--- config.mk ---
export PLATFORM = sky130hd
export DESIGN_NAME = seq_bin_to_bcd
export DESIGN_NICKNAME = d
export VERILOG_FILES = /design/src/rtl/seq_bin_to_bcd.sv
export SDC_FILE = /design/constraint.sdc
export NUM_CORES = 1
export LEC_CHECK = 0
export CORE_MARGIN = 3
export CORE_UTILIZATION = 45
export CTS_CLUSTER_DIAMETER = 40
export DETAILED_ROUTE_END_ITERATION = 8
export GPL_TIMING_DRIVEN = 0
export PLACE_DENSITY = 0.78
export SETUP_SLACK_MARGIN = 0.5
export SYNTH_ARGS = -nofsm -noshare
export SYNTH_HDL_FRONTEND = slang
export SYNTH_SLANG_ARGS = --single-unit
--- constraint.sdc ---
create_clock -name clk -period 2.4 [get_ports clk]
set_clock_uncertainty 0.15 [all_clocks]
set_input_delay 0.24 -clock clk [delete_from_list [all_inputs] [get_ports clk]]
set_output_delay 0.24 -clock clk [all_outputs]
set_load 0.01 [all_outputs]
--- src/rtl/seq_bin_to_bcd.sv ---
// seq_bin_to_bcd
// Sequential binary-to-BCD converter for the seven-segment display path.
// It takes a signed or unsigned binary word on a start strobe and forms
// its magnitude. It then runs a shift-and-add-3 (double-dabble) conversion,
// one bit per clock, and reports sign, DIGITS BCD digits and overflow.
//
// Ports
//   clk       in   system clock, rising edge
//   reset     in   asynchronous, active-high reset
//   start     in   conversion request; ignored while a conversion runs
//   bin       in   [WIDTH-1:0] value to convert, sampled on accepted start
//   busy      out  high during the SHIFT cycles
//   done      out  one-cycle pulse when bcd/neg/overflow update
//   neg       out  sign of the last converted value (0 when SIGNED=0)
//   bcd       out  [4*DIGITS-1:0] last result, digit 0 = ones digit
//   overflow  out  last magnitude was >= 10^DIGITS
//
// State  | meaning
// -------+------------------------------------------------------------
// IDLE   | waiting for start
// SHIFT  | one correct-and-shift step per cycle, WIDTH cycles in total
// DONE   | results published, done pulse; start accepted here as well

module seq_bin_to_bcd #(
    parameter int WIDTH  = 6,
    parameter int DIGITS = 2,
    parameter int SIGNED = 1
) (
    input  logic                  clk,
    input  logic                  reset,
    input  logic                  start,
    input  logic [WIDTH-1:0]      bin,
    output logic                  busy,
    output logic                  done,
    output logic                  neg,
    output logic [4*DIGITS-1:0]   bcd,
    output logic                  overflow
);

    localparam int CW = $clog2(WIDTH + 1);

    typedef enum logic [1:0] {
        ST_IDLE  = 2'd0,
        ST_SHIFT = 2'd1,
        ST_DONE  = 2'd2
    } state_t;

    state_t                r_state;
    state_t                w_state_nxt;

    logic [WIDTH-1:0]      r_shreg;
    logic [4*DIGITS-1:0]   r_work;
    logic [CW-1:0]         r_count;
    logic                  r_sign_pend;
    logic                  r_ovf_acc;

    logic                  w_accept;
    logic                  w_is_neg;
    logic [WIDTH-1:0]      w_mag;
    logic [4*DIGITS-1:0]   w_corr;
    logic [4*DIGITS-1:0]   w_work_nxt;
    logic                  w_out_bit;
    logic                  w_last_shift;

    assign w_accept     = start && (r_state != ST_SHIFT);
    assign w_last_shift = (r_state == ST_SHIFT) && (r_count == CW'(1));

    // Two's-complement negate wraps, so the most-negative input yields
    // 2^(WIDTH-1), which still fits as an unsigned WIDTH-bit magnitude.
    always_comb begin
        w_is_neg = (SIGNED != 0) && bin[WIDTH-1];
        w_mag    = bin;
        if (w_is_neg) begin
            w_mag = ~bin + {{(WIDTH-1){1'b0}}, 1'b1};
        end
    end

    // All digits are corrected in parallel before the shift.
    always_comb begin
        w_corr = r_work;
        for (int i = 0; i < DIGITS; i++) begin
            if (r_work[4*i +: 4] >= 4'd5) begin
                w_corr[4*i +: 4] = r_work[4*i +: 4] + 4'd3;
            end
        end
    end

    // The bit leaving the top digit is lost from the truncated register;
    // any such bit means the magnitude has reached 10^DIGITS.
    assign w_out_bit  = w_corr[4*DIGITS-1];
    assign w_work_nxt = {w_corr[4*DIGITS-2:0], r_shreg[WIDTH-1]};

    // State register
    always_ff @(posedge clk or posedge reset) begin
        if (reset) begin
            r_state <= ST_IDLE;
        end else begin
            r_state <= w_state_nxt;
        end
    end

    // Next-state logic
    always_comb begin
        w_state_nxt = r_state;
        case (r_state)
            ST_IDLE:  if (start) w_state_nxt = ST_SHIFT;
            ST_SHIFT: if (w_last_shift) w_state_nxt = ST_DONE;
            ST_DONE:  w_state_nxt = start ? ST_SHIFT : ST_IDLE;
            default:  w_state_nxt = ST_IDLE;
        endcase
    end

    // Output decode. This is a pure decode of the state register, so
    // there is no path from the inputs to the outputs.
    always_comb begin
        busy = 1'b0;
        done = 1'b0;
        case (r_state)
            ST_SHIFT: busy = 1'b1;
            ST_DONE:  done = 1'b1;
            default: ;
        endcase
    end

    // Working datapath
    always_ff @(posedge clk or posedge reset) begin
        if (reset) begin
            r_shreg     <= '0;
            r_work      <= '0;
            r_count     <= '0;
            r_sign_pend <= 1'b0;
            r_ovf_acc   <= 1'b0;
        end else if (w_accept) begin
            r_shreg     <= w_mag;
            r_work      <= '0;
            r_count     <= CW'(WIDTH);
            r_sign_pend <= w_is_neg;
            r_ovf_acc   <= 1'b0;
        end else if (r_state == ST_SHIFT) begin
            r_shreg     <= r_shreg << 1;
            r_work      <= w_work_nxt;
            r_count     <= r_count - CW'(1);
            r_ovf_acc   <= r_ovf_acc | w_out_bit;
        end
    end

    // Published results. They are taken from the final shift's next-values,
    // so they land on the same edge that enters DONE and hold until the
    // next DONE.
    always_ff @(posedge clk or posedge reset) begin
        if (reset) begin
            bcd      <= '0;
            neg      <= 1'b0;
            overflow <= 1'b0;
        end else if (w_last_shift) begin
            bcd      <= w_work_nxt;
            neg      <= r_sign_pend;
            overflow <= r_ovf_acc | w_out_bit;
        end
    end

endmodule

==> impl_metrics.ini <==
[outcome]
outcome = completed

[pwr]
ir_drop_mv = 0.4598
p_leak_nw = 0.8813
powerDensity_mw_per_mm2 = 1222
total_power_mw = 2.303

[worst_setup_path]
crit_arrival_ns = 1.44
cp-endpoint = busy
r2r_slack_ns = 0.64
r2r_cells = 6
r2r_end = r_work[2]
startpoint = r_state[1]
worstPathRequired_ns = 2.01
end_kind = output pin
r2r_start = r_work[0]
crit_type = reg2out
worstPathMaxFanout = 10
startpoint_type = register

[place]
hpwlAfterDp_mm = 2.543
io_buffers = 20
gp_congestion = 0.8653
dp.cells = 229

[die]
die_h_um = 64.36
io_pins = 21
dieWidth_um = 64.36
num_rows = 20
core_mm2 = 0.003153
die_area_mm2 = 0.004142
floorplan.initialDensity_pct = 48.61

[sta]
hold_violations = 0
setup_tns_ns = 0
rsz0062_at_grt = no
slew_viol_final = 0
finalCriticalPeriod_ns = 1.827
worstMarginPinSlew_ns = 1.171
clock.fmax_ghz = 0.5472
period_share_pct = 76.14
max_slew_margin_pct = 21.85
setup_viol = 0

[drt]
drt-total-wl_mm = 3.502
drt_pass1_iterations = 4
via_count = 1313
via_per_inst = 5.471
drc = 0
drtIter0Drc = 62
drt-wirelength-per-cell_um = 14.59
final_antenna_net_count = 0

[run]
max_cap_viol_count = 0

[clocking]
cts_max_level = 2
path_clk_slew_ns = 0.09
cts.sink_count = 31
clock_latency_ns = 0.34
cts_buffers = 5
cts_buffer_depth = 2
cts_tree = done
cts_hold_buf = 0
root_buffer = clkbuf_4

[logic_synthesis]
synth_cells = 165
synth_fp_nets = 181
synth_seq_area_share_pct = 50.61
yosys_warnings = 0
synth_top_area_cell = dfrtp_1
synth.top_cell.area_share_pct = 50.61
ys.flop_type = dfrtp_1
yosys-top-cells-area = dfrtp_1 51%, ha_1 5.7%, nand2_1 5.4%
synth_most_common_cell = dfrtp_1
ys_top_cells_by_count = 31 x dfrtp_1, 22 x nand2_1, 16 x o21ai_0
synth.distinct_cells = 32
syn_area_mm2 = 0.001533
synth_seq_cells = 31
syn_area_per_cell_um2 = 9.289
synth_edf_count = 0
async_reset_ff_share_pct = 100.0

[final_layout]
fin_util_pct = 59.80
n_antenna_cell = 0
final_net_count = 211
syn_to_final_growth_pct = 23.02
layout-drive-gt1-share_pct = 11.73
fin_cells = 240

[min_path]
holdCritStartpoint = r_sign_pend
holdCritPathClass = reg2reg

[global_route]
met1_usage_pct = 19.82
grt_max_degree = 32
grt_pass1_wl_mm = 5.761
grtUsageMet3_pct = 4.218
grt_pass1_vias = 1321
top_usage_layer = met2
globalRouteOverflowTotal = 0
antenna_found_initial = 0
grt_usage_pct = 18.37
globalRouteMet2Util_pct = 33.51
layout make-up:
| cell class | instances | area (um^2) |
|---|---|---|
| plain buffers | 7 | 41.29 |
| clock buffers | 7 | 45.04 |
| clock inverters | 1 | 5.005 |
| fillers | 294 | 1267 |
| inverters | 12 | 47.55 |
| multi-input cells | 115 | 689.4 |
| flip-flops and latches | 31 | 775.7 |
| well taps | 44 | 55.05 |
| repair buffers | 23 | 226.5 |
kinds of logic after synthesis:
| family | Yosys count | synth area share, % |
|---|---|---|
| muxes | 6 | 4.163 |
| adders and majority gates | 7 | 5.714 |
| buffers and inverters | 19 | 5.225 |
| xor gates and xnor gates | 4 | 2.286 |
| and+or+nand+nor | 55 | 16.49 |
| AOI/OAI and AO/OA | 43 | 15.51 |
| DFF | 31 | 50.61 |
routing by layer:
| layer | wire, um | part of all wire, % | vias to the layer above |
|---|---|---|---|
| met5 | 0 | 0 | - |
| met4 | 61 | 1.7 | 0 |
| met3 | 136 | 3.9 | 7 |
| met2 | 1811 | 52 | 33 |
| met1 | 1493 | 43 | 650 |
| li1 | - | - | 623 |
worst min-delay path by stage:
| stage | endpoint | slack, ns | cells past startpoint |
|---|---|---|---|
| global placement | neg | 0.30 | 2 |
| CTS | neg | 0.32 | 2 |
| floorplan | bcd[0] | 0.19 | 1 |
| detailed placement | neg | 0.30 | 2 |
| global route | neg | 0.36 | 2 |
| finish | neg | 0.32 | 2 |
critical path, stage by stage (launching register included):
cell and delay, ns:
dfrtp_1 0.38, nand2b_1 0.14, buf_4 0.17, inv_4 0.07
buf_6 0.12, clkdlybuf4s15_2 0.22
where the power goes:
group          internal (mW)  switching, mW
logic                  0.521          0.580
registers              0.748          0.160
clock network          0.114          0.181
total                   1.38          0.920
registers in the layout, summed over array words and instances (netlist names):
name,count
bcd,8
r_ovf_acc,1
overflow,1
neg,1
r_shreg,6
r_state,2
r_sign_pend,1
r_count,3
r_work,8
cell usage in the layout (no fill, tap or decap), drive strengths merged, types with 6 or more instances in the layout:
cell | Yosys | routed
ha | 7 | 7
inv | 12 | 12
nor2 | 12 | 12
dfrtp | 31 | 31
clkbuf | 2 | 9
nand2 | 22 | 22
o21ai | 23 | 23
buf | 5 | 8
nand3 | 6 | 6
a21oi | 10 | 10
clkdlybuf4s50 | 0 | 18
timing repair:
item / in CTS / in global routing
endpoints found under the setup margin: 1 / 6
pin swaps: 0 / 1
gates resized for setup: 5 / 6
buffers inserted: 0 / 3
through the flow:
stage,hold slack (ns),setup WS (ns),instance area (um^2)
after floorplan,0.1935,0.7597,1533
after global placement,0.3014,0.5210,1788
after detailed placement,0.3028,0.4787,1788
after CTS,0.3246,0.5223,1846
after global routing,0.3619,0.4958,1886
final,0.3231,0.5727,1886
Note: power is estimated with default switching activity, not from simulation.
